--- src/rtl/clk_period_meter.sv ---
// clk_period_meter: measures period and high time of a slow asynchronous input in clkIn cycles.
// Rising edges delimit periods; no rising edge for TIMEOUT cycles raises a sticky timeout flag.
module clk_period_meter #(
  parameter int CNT_W       = 26,
  parameter int TIMEOUT     = 50000000,
  parameter int SYNC_STAGES = 2
) (
  input  logic             clkIn,
  input  logic             rstN,
  input  logic             sigIn,
  output logic [CNT_W-1:0] period,
  output logic [CNT_W-1:0] highTime,
  output logic             periodValid,
  output logic             timeout,
  output logic             measuring
);

  typedef enum logic {
    IDLE    = 1'b0,
    MEASURE = 1'b1
  } meterStateT;

  localparam logic [CNT_W-1:0] TIMEOUT_LAST = CNT_W'(TIMEOUT - 1);
  localparam logic [CNT_W-1:0] CNT_MAX      = '1;

  // Synchronizer chain and edge flop
  logic [SYNC_STAGES-1:0] syncReg;
  logic                   sPrevReg;
  logic                   sSync;
  logic                   rise;
  logic                   fall;

  // Measurement state
  meterStateT       stateReg,    stateNext;
  logic [CNT_W-1:0] counterReg,  counterNext;
  logic [CNT_W-1:0] counterInc;
  logic [CNT_W-1:0] hiLatchReg,  hiLatchNext;
  logic             fallSeenReg, fallSeenNext;
  logic [CNT_W-1:0] periodReg,   periodNext;
  logic [CNT_W-1:0] highTimeReg, highTimeNext;
  logic             validReg,    validNext;
  logic             timeoutReg,  timeoutNext;

  assign sSync = syncReg[SYNC_STAGES-1];
  assign rise  = sSync & ~sPrevReg;
  assign fall  = ~sSync & sPrevReg;

  // Counter sticks at all-ones rather than wrapping to a misleading small value
  assign counterInc = (counterReg == CNT_MAX) ? counterReg : counterReg + 1'b1;

  always_ff @(posedge clkIn) begin
    if (!rstN) begin
      syncReg     <= '0;
      sPrevReg    <= 1'b0;
      stateReg    <= IDLE;
      counterReg  <= '0;
      hiLatchReg  <= '0;
      fallSeenReg <= 1'b0;
      periodReg   <= '0;
      highTimeReg <= '0;
      validReg    <= 1'b0;
      timeoutReg  <= 1'b0;
    end else begin
      syncReg     <= {syncReg[SYNC_STAGES-2:0], sigIn};
      sPrevReg    <= sSync;
      stateReg    <= stateNext;
      counterReg  <= counterNext;
      hiLatchReg  <= hiLatchNext;
      fallSeenReg <= fallSeenNext;
      periodReg   <= periodNext;
      highTimeReg <= highTimeNext;
      validReg    <= validNext;
      timeoutReg  <= timeoutNext;
    end
  end

  always_comb begin
    stateNext    = stateReg;
    counterNext  = counterReg;
    hiLatchNext  = hiLatchReg;
    fallSeenNext = fallSeenReg;
    periodNext   = periodReg;
    highTimeNext = highTimeReg;
    validNext    = 1'b0;
    timeoutNext  = timeoutReg;

    unique case (stateReg)
      IDLE: begin
        counterNext = '0;
        if (rise) begin
          counterNext  = CNT_W'(1);
          hiLatchNext  = '0;
          fallSeenNext = 1'b0;
          timeoutNext  = 1'b0;
          stateNext    = MEASURE;
        end
      end

      MEASURE: begin
        counterNext = counterInc;
        if (fall) begin
          hiLatchNext  = counterReg;
          fallSeenNext = 1'b1;
        end
        // A rise on the last allowed cycle still counts as a valid period
        if (rise) begin
          periodNext   = counterReg;
          highTimeNext = fallSeenReg ? hiLatchReg : counterReg;
          validNext    = 1'b1;
          counterNext  = CNT_W'(1);
          fallSeenNext = 1'b0;
        end else if (counterReg == TIMEOUT_LAST) begin
          timeoutNext  = 1'b1;
          periodNext   = '0;
          highTimeNext = '0;
          counterNext  = '0;
          stateNext    = IDLE;
        end
      end

      default: begin
        stateNext = IDLE;
      end
    endcase
  end

  assign period      = periodReg;
  assign highTime    = highTimeReg;
  assign periodValid = validReg;
  assign timeout     = timeoutReg;
  assign measuring   = (stateReg == MEASURE);

endmodule
--- config.mk ---
export PLATFORM = sky130hd
export DESIGN_NAME = clk_period_meter
export DESIGN_NICKNAME = d
export VERILOG_FILES = /design/src/rtl/clk_period_meter.sv
export SDC_FILE = /design/constraint.sdc
export NUM_CORES = 1
export LEC_CHECK = 0
export BUFFER_PORTS_ARGS = -buffer_cell sky130_fd_sc_hd__buf_4
export CORE_MARGIN = 4
export CORE_UTILIZATION = 45
export CTS_CLUSTER_DIAMETER = 200
export DETAILED_ROUTE_END_ITERATION = 16
export SLEW_MARGIN = 5
export SYNTH_ARGS = -nofsm -noshare
export SYNTH_HDL_FRONTEND = slang
export SYNTH_SLANG_ARGS = --single-unit
--- constraint.sdc ---
create_clock -name clkIn -period 2.4 [get_ports clkIn]
set_input_delay 0.36 -clock clkIn [delete_from_list [all_inputs] [get_ports clkIn]]
set_output_delay 0.36 -clock clkIn [all_outputs]
set_load 0.02 [all_outputs]
# Yosys cells after proc, flatten, opt, wreduce, memory -nomap -nowiden
# Cells that the tools add are included.
# Widths: inputs -> output; s select.
[classes]
div_mod_pow = 0
multipliers = 0
add_sub_neg = 1
eq_ne = 8
reduce_logical = 6
n_bitwise = 5
n_shift = 0
n_mux = 23
n_lt_le_gt_ge = 0
[op_table]
columns = ["op", "count"]
rows = [
  ["$mux 26", 9],
  ["$pmux 26 s2", 2],
  ["$eq 26x26->1 const B", 2],
  ["$add 26x1->26 const B", 1],
  ["$mux 1", 9],
  ["$reduce_and 2->1", 4],
  ["$ne 2x2->1 const B", 3],
  ["$pmux 1 s2", 3],
  ["$ne 4x3->1 const B", 1],
  ["$ne 3x3->1 const B", 1],
  ["$not 1->1", 3],
  ["$reduce_and 3->1", 1],
  ["$and 1x1->1", 2],
  ["$ne 2x1->1 const B", 1],
  ["$reduce_bool 2->1", 1],
]
[totals]
mem_bits_rw = 0
output_inout_bits = 55
latchBits = 0
register_bits = 111
inputBits = 3
wordCells = 53
rom_bits = 0
mem_count = 0

# Longest topological paths before layout
# Gate-level depths: netlist of the first run.
[logic_depth]
ltp_word = 5
ltp_mapped = 8
ltp_nobuf = 6

# Least setup slack after synthesis of the first run
# Ideal clock, no wire load.
[synth_timing]
kind = "flip-flop to flip-flop"
from = "register counterReg[0]"
to = "register counterReg[14]"
period_less_slack_ns = 1.909
n_path_buf = 0
stages_incl_launch_ff = 7
t_required_ns = 2.275
arrival_time_ns = 1.784
setup_ns = 0.125
setup_slack_ns = 0.491
path_cell_list = "dfxtp_1 -> ha_1 -> nand4_1 -> or4_4 -> o31ai_4 -> or4_1 -> a21oi_1"
[synth_between]
elab_chain_cells = 5
word_cells_on_any_way = 8
classes_between = "1 x add/sub; 3 x eq/ne; 4 x mux"
[synth_lines]
columns = ["element", "line", "source"]
rows = [
  ["from (decl)", "35", "logic [CNT_W-1:0] counterReg, counterNext;"],
  ["from (signal assigned)", "67", "counterReg <= counterNext;"],
  ["$add 26x1->26", "49", "assign counterInc = (counterReg == CNT_MAX) ? counterReg : counterReg + 1'b1;"],
  ["$mux 26", "49", ""],
  ["$mux 26", "112", "end else if (counterReg == TIMEOUT_LAST) begin"],
  ["$mux 26", "106", "if (rise) begin"],
  ["$pmux 26 s2", "87", "unique case (stateReg)"],
]
# Parallel ways exist; a longest one is shown, timed or not. The select of a mux whose other input is x is not followed.
# A chain may end at the register's enable or synchronous reset.

# Worst setup path after layout of the first run
[layout_timing]
from = "register counterReg[2]"
to = "register periodReg[22] (netlist: period[22])"
[layout_between]
elab_chain_cells = 3
[layout_lines]
columns = ["element", "line", "source"]
rows = [
  ["$eq 26x26->1", "112", ""],
  ["$reduce_bool 2->1 (no line)", "--", ""],
  ["$reduce_and 2->1 (no line)", "--", ""],
  ["to (signal assigned)", "70", "periodReg <= periodNext;"],
  ["to (decl)", "39", "logic [CNT_W-1:0] periodReg, periodNext;"],
]
# Every way passes these cells.

==> results of run 1 <==
-- flip-flops by register name, indices dropped and copies added, names as in the netlist --
name	cells
hiLatchReg	26
fallSeenReg	1
sPrevReg	1
counterReg	26
period	26
highTime	26
syncReg	2
timeout	1
measuring	1
periodValid	1
-- critical path, stage by stage, from the launching register on --
cell	delay [ns]
dfxtp_1	0.54
and4_1	0.41
nand4_1	0.22
o21ai_1	0.27
a21oi_4	0.09
buf_4	0.24
a22o_1	0.26
-- synth_stat cells (5+ instances only) --
cell type,number,area [µm²]
and3_1,6,37.54
dfxtp_1,111,2222
nand2_1,12,45.04
nor2_1,43,161.4
buf_2,23,115.1
mux2i_1,27,270.3
nand3_1,8,40.04
and2_1,6,37.54
o21ai_1,5,25.02
a22oi_1,26,195.2
a21oi_1,13,65.06
clkbuf_1,16,60.06
nand4_1,8,50.05
o2bb2ai_1,26,227.7
a22o_1,26,227.7
xnor2_1,10,87.58
-- metal layers --
layer	vias to the layer above	wire, µm
met4	0	131
met5	-	0
met3	10	382
met1	1673	5000
met2	73	4799
li1	1700	-
-- cell type report --
type | count | area [µm²]
clock buffer | 10 | 137.6
clock inverter | 6 | 75.07
fill | 871 | 4230
inverter | 6 | 22.52
multi-input combinational | 277 | 2018
sequential | 111 | 2222
tap | 129 | 161.4
timing repair buffer | 73 | 548.0
-- report_power, final --
group | leakage, nW | switching, mW | internal, mW
clock | 0.105 | 0.662 | 0.529
sequential | 0.894 | 0.00377 | 1.84
combinational | 0.828 | 0.0551 | 0.0200
-- cells by family after synthesis --
kind of cell | count (synthesis)
flops | 111
buf+inv | 47
simple gates | 110
compound gates | 124
fa+ha+maj | 2
mux | 27
xor+xnor | 14
-- worst max path at each step --
| stage | start | end | slack [ns] | cells past startpoint |
|---|---|---|---|---|
| floorplan | counterReg[0] | counterReg[14] | 0.49 | 6 |
| global placement | counterReg[2] | period[21] | 0.33 | 6 |
| detailed placement | counterReg[0] | counterReg[14] | 0.26 | 6 |
| CTS | counterReg[0] | counterReg[14] | 0.26 | 6 |
| global route | counterReg[2] | period[21] | 0.13 | 6 |
| finish | counterReg[2] | period[22] | 0.27 | 6 |
-- stage by stage --
stage,cell area [µm²],hold slack [ns],setup slack [ns],cells
CTS,5185,0.1795,0.2595,612
detailed placement,4972,0.4264,0.2637,596
floorplan,4434,0.4118,0.4905,435
global route,5185,0.1805,0.1299,612
global placement,4972,0.4203,0.3307,596
finish,5185,0.1925,0.2676,612
==> metrics, run 1 <==
initial antenna violation count 0; total power 3.114 mW; status finished clean; Routed WL 10.31 mm; register area share after synthesis 0.5011; FF+latch count, synth 111; Final #Nets 483; DR vias/cell 5.647; CP Launch Type flop; Worst-path clk slew 0.10 ns; share of layout cells above drive strength 1 0.2091; clock root buffer clkbuf_8; start point of the worst hold path sigIn; Hold Crit Depth 2; routed length per instance 16.85 µm; Critical R2R Capture period[22]; chip width 107.3 µm; synthesized cell area 4434 µm²; r2r worst-path depth 6; CTS tree done; GRT Total Usage 0.1860; # DRC 0; relative slew slack 0.3222; Simple-Gate Fraction of Synth Area 0.1366; Max VDD drop 328.5 µV; PD cells 600.7 nW/µm²; Skew-Pair Late Insertion Delay 0.37 ns; Hold Crit Class input pin to flop; Final setup viols 0; Port Buffers 57; CTS H-tree depth 3; hpwl dp 6.919 mm; GRT overflow 0; Final period util 0.8885; r2r setup slk 0.27 ns; row cnt 35; predominant post-synthesis flop cell dfxtp_1; Synth warnings 0; DR pass1 iterations 5; final hold vios 0; largest family of logic cells by synthesized area compound AO/OA/AOI/OAI gates; number of diodes 0; largest net degree at the start of global routing 33; Num CTS Buffers 9; most frequent cells in the layout dfxtp_1, buf_4, nor2_1, mux2i_1; commonest non-fill, non-tap cell in the layout dfxtp_1; Vias 3456; Max-Cap Viols 0; fmax 468.9 MHz; Core Util, Final 0.5507; RR Startpoint counterReg[2]; # hold bufs at CTS 0; Syn Inst Count 435; Total Neg Setup Slack 0 ns; Initial Utilization 0.4710; XOR/XNOR Fraction of Synth Area 0.02765; RSZ-0062 raised after global routing false; Synth async-reset ratio 0; CP Data Required Time 2.67 ns; Worst Hold End syncReg[0]; met3 Track Usage GR 0.02759; Least-Margin Pin Slew 1.017 ns; DIE HEIGHT 107.3 µm; Core ar. 9415 µm²; area grow syn2layout 16.93%; minimum clock period 2.132 ns; post-route ant nets 0; mux cell area share after synthesis 0.06095; synth unique cells 52; postcts setup bufs 0; Top Ports 58; grt peak-use layer met2; global-route wire length before repair 17.36 mm; met2 GRT Util 0.3038; clk buf depth 2; routing usage on met1 0.2521; 1st-iter DRT viols 202; area share of fa/ha/maj cells after synthesis 0.005643; Synth Area per Inst 10.19 µm²; Syn Nets 440; Synth Area in Compound Gates 0.2215; Final Wtd Congestion 0.8856; CP Max Fanout 27; Crit. End Element flop; number of global-route vias before repair 3416; WP data arrival 2.40 ns; fin. max-slew vios 0; Setup Skew 0.01418 ns; Post-synth EDFFs 0; Leak Pwr 1.828 nW; cts repair resizes 0; Clock Sinks 111; Total Die Area 11510 µm²; crit path kind flop to flop
Note: power is estimated with default switching activity, not from simulation.
==> inputs of run 2 (changes only) <==
==> constraint.sdc (replaced) <==
create_clock -name clkIn -period 2.4 [get_ports clkIn]
set_input_delay 0.48 -clock clkIn [delete_from_list [all_inputs] [get_ports clkIn]]
set_output_delay 0.48 -clock clkIn [all_outputs]
set_load 0.02 [all_outputs]
==> run 2 against run 1 <==
  * Non-clock buffer count is 2 lower
  * Combinational power is 0.5% lower
  * Critical path type unchanged
  * Largest cell class unchanged
  * Clock-buffer cell count is 1 higher
==> metrics, run 2 (synthesized netlist as in run 1, its figures left out) <==
status finished clean; Hold Crit Class input pin to flop; Clock power frac 0.375 (-0.007); Total Neg Setup Slack 0 ns (unchanged); total power 3.077 mW (-1.2%); Clock Sinks 111 (unchanged); Final period util 0.8906 (+0.002125); Port Buffers 57 (unchanged); Int Power 2.389 mW (-0.20%); minimum clock period 2.138 ns (+0.005101 ns); PD cells 595.9 nW/µm² (-0.80%); cts repair resizes 0 (unchanged); commonest non-fill, non-tap cell in the layout dfxtp_1; r2r worst-path depth 6 (unchanged); row cnt 35 (unchanged); CTS tree done; Least-Margin Pin Slew 1.070 ns (+0.05362 ns); final hold vios 0 (unchanged); Sw Share 0.2236 (-0.007844); fmax 467.8 MHz (-0.24%); share of layout cells above drive strength 1 0.2037 (-0.005368); Leak Pwr 1.816 nW (-0.65%); CP Data Required Time 2.65 ns (-0.02 ns); GRT Total Usage 0.1808 (-0.005196); largest net degree at the start of global routing 33 (unchanged); global-route wire length before repair 16.95 mm (-2.4%); CP Launch Type flop; chip width 107.3 µm (unchanged); Filler Cells Inserted 875 (+0.46%); post-route setup slack 0.2625 ns (-0.005101 ns); Combinational Power Share 0.024 (about the same); GRT overflow 0 (unchanged); number of global-route vias before repair 3395 (-0.61%); WP data arrival 2.38 ns (-0.02 ns); Initial Utilization 0.4710 (unchanged); Max VDD drop 334.6 µV (+1.9%); Final #Nets 481 (-0.41%); FF+latch area 2222 µm² (unchanged); Hold Crit Depth 2 (unchanged); clock root buffer clkbuf_8; routed length per instance 16.24 µm (-3.6%); Final setup viols 0 (unchanged); Final Wtd Congestion 0.8786 (-0.79%); clk buf depth 2 (unchanged); Core ar. 9415 µm² (unchanged); multi-input logic area 2018 µm² (unchanged); Total Die Area 11510 µm² (unchanged); RSZ-0062 raised after global routing false; Max-Cap Viols 0 (unchanged); crit path kind flop to flop; # DRC 0 (unchanged); Vias 3417 (-1.1%); Num CTS Buffers 9 (unchanged); most frequent cells in the layout dfxtp_1, buf_4, nor2_1, mux2i_1; CP Max Fanout 8 (-70%); Reg power frac 0.601 (+0.007); Setup Skew 0.01519 ns (+0.001013 ns); Worst-path clk slew 0.10 ns (about the same); Routed WL 9.906 mm (-3.9%); 1st-iter DRT viols 110 (-46%); Top Ports 58 (unchanged); DIE HEIGHT 107.3 µm (unchanged); Setup WS pre-CTS 0.2563 ns (-0.007476 ns); Crit. End Element flop; Skew-Pair Late Insertion Delay 0.36 ns (about the same); DR pass1 iterations 4 (-1); DR vias/cell 5.602 (-0.80%); relative slew slack 0.2865 (-0.03575); initial antenna violation count 0 (unchanged); Sw Pwr 687.9 µW (-4.6%); post-route ant nets 0 (unchanged); # hold bufs at CTS 0 (unchanged); number of diodes 0 (unchanged); area grow syn2layout 16.45%; postcts setup bufs 0 (unchanged); Core Util, Final 0.5484 (-0.002259); CTS H-tree depth 3 (unchanged); fin. max-slew vios 0 (unchanged); hpwl dp 6.752 mm (-2.4%)
[run 2: cell count changes in the layout (fill, tap and decap cells not counted), sizes merged]
cell	before	now
clkinv	3	4
clkbuf	10	11
clkinvlp	1	0
inv	7	6
buf	73	71
[run 2: layout make-up]
cell class	count	area share
clock buffer	11	0.02738
clock inverter	5	0.01260
multi-input combinational	277	0.3908
inverter	6	0.004362
tap	129	0.03126
sequential	111	0.4303
timing repair buffer	71	0.1032
[run 2: worst paths after layout]
path	start	endpoint	slack (ns)
setup / recovery	counterReg[0]	counterReg[15]	0.26
hold / removal	sigIn	syncReg[0]	0.35
setup reg to reg	counterReg[0]	counterReg[15]	0.26
hold reg to reg	syncReg[0]	syncReg[1]	0.45
[run 2: metrics by stage]
step | cells | hold slack (ns) | cell area [µm²]
after floorplan | 435 | 0.4118 | 4434
after global placement | 594 | 0.4168 | 4957
after CTS | 610 | 0.3380 | 5164
final | 610 | 0.3473 | 5164
after detailed placement | 594 | 0.4283 | 4957
after global routing | 610 | 0.3429 | 5164
[run 2: routing by layer]
metal	up-vias	wire [µm]	track usage
met2	71	4593	0.2967
li1	1696	-	-
met1	1638	4817	0.2430
met4	0	158	0.05662
met3	12	336	0.02999
met5	-	0	0
[run 2: critical path, cell delays in order (launching register included)]
cell and delay (ns):
dfxtp_1 0.48, ha_1 0.27, nand4_1 0.19, or4_4 0.50
o31ai_4 0.35, or4_1 0.17, a21oi_1 0.06
[run 2: power groups by stage]
stage	clock network (mW)	logic, mW	registers (mW)
floorplan	0	0.0475	1.89
global placement	0	0.0738	1.89
detailed placement	0	0.0747	1.89
CTS	1.19	0.0748	1.85
global route	1.26	0.0819	1.85
finish	1.15	0.0747	1.85
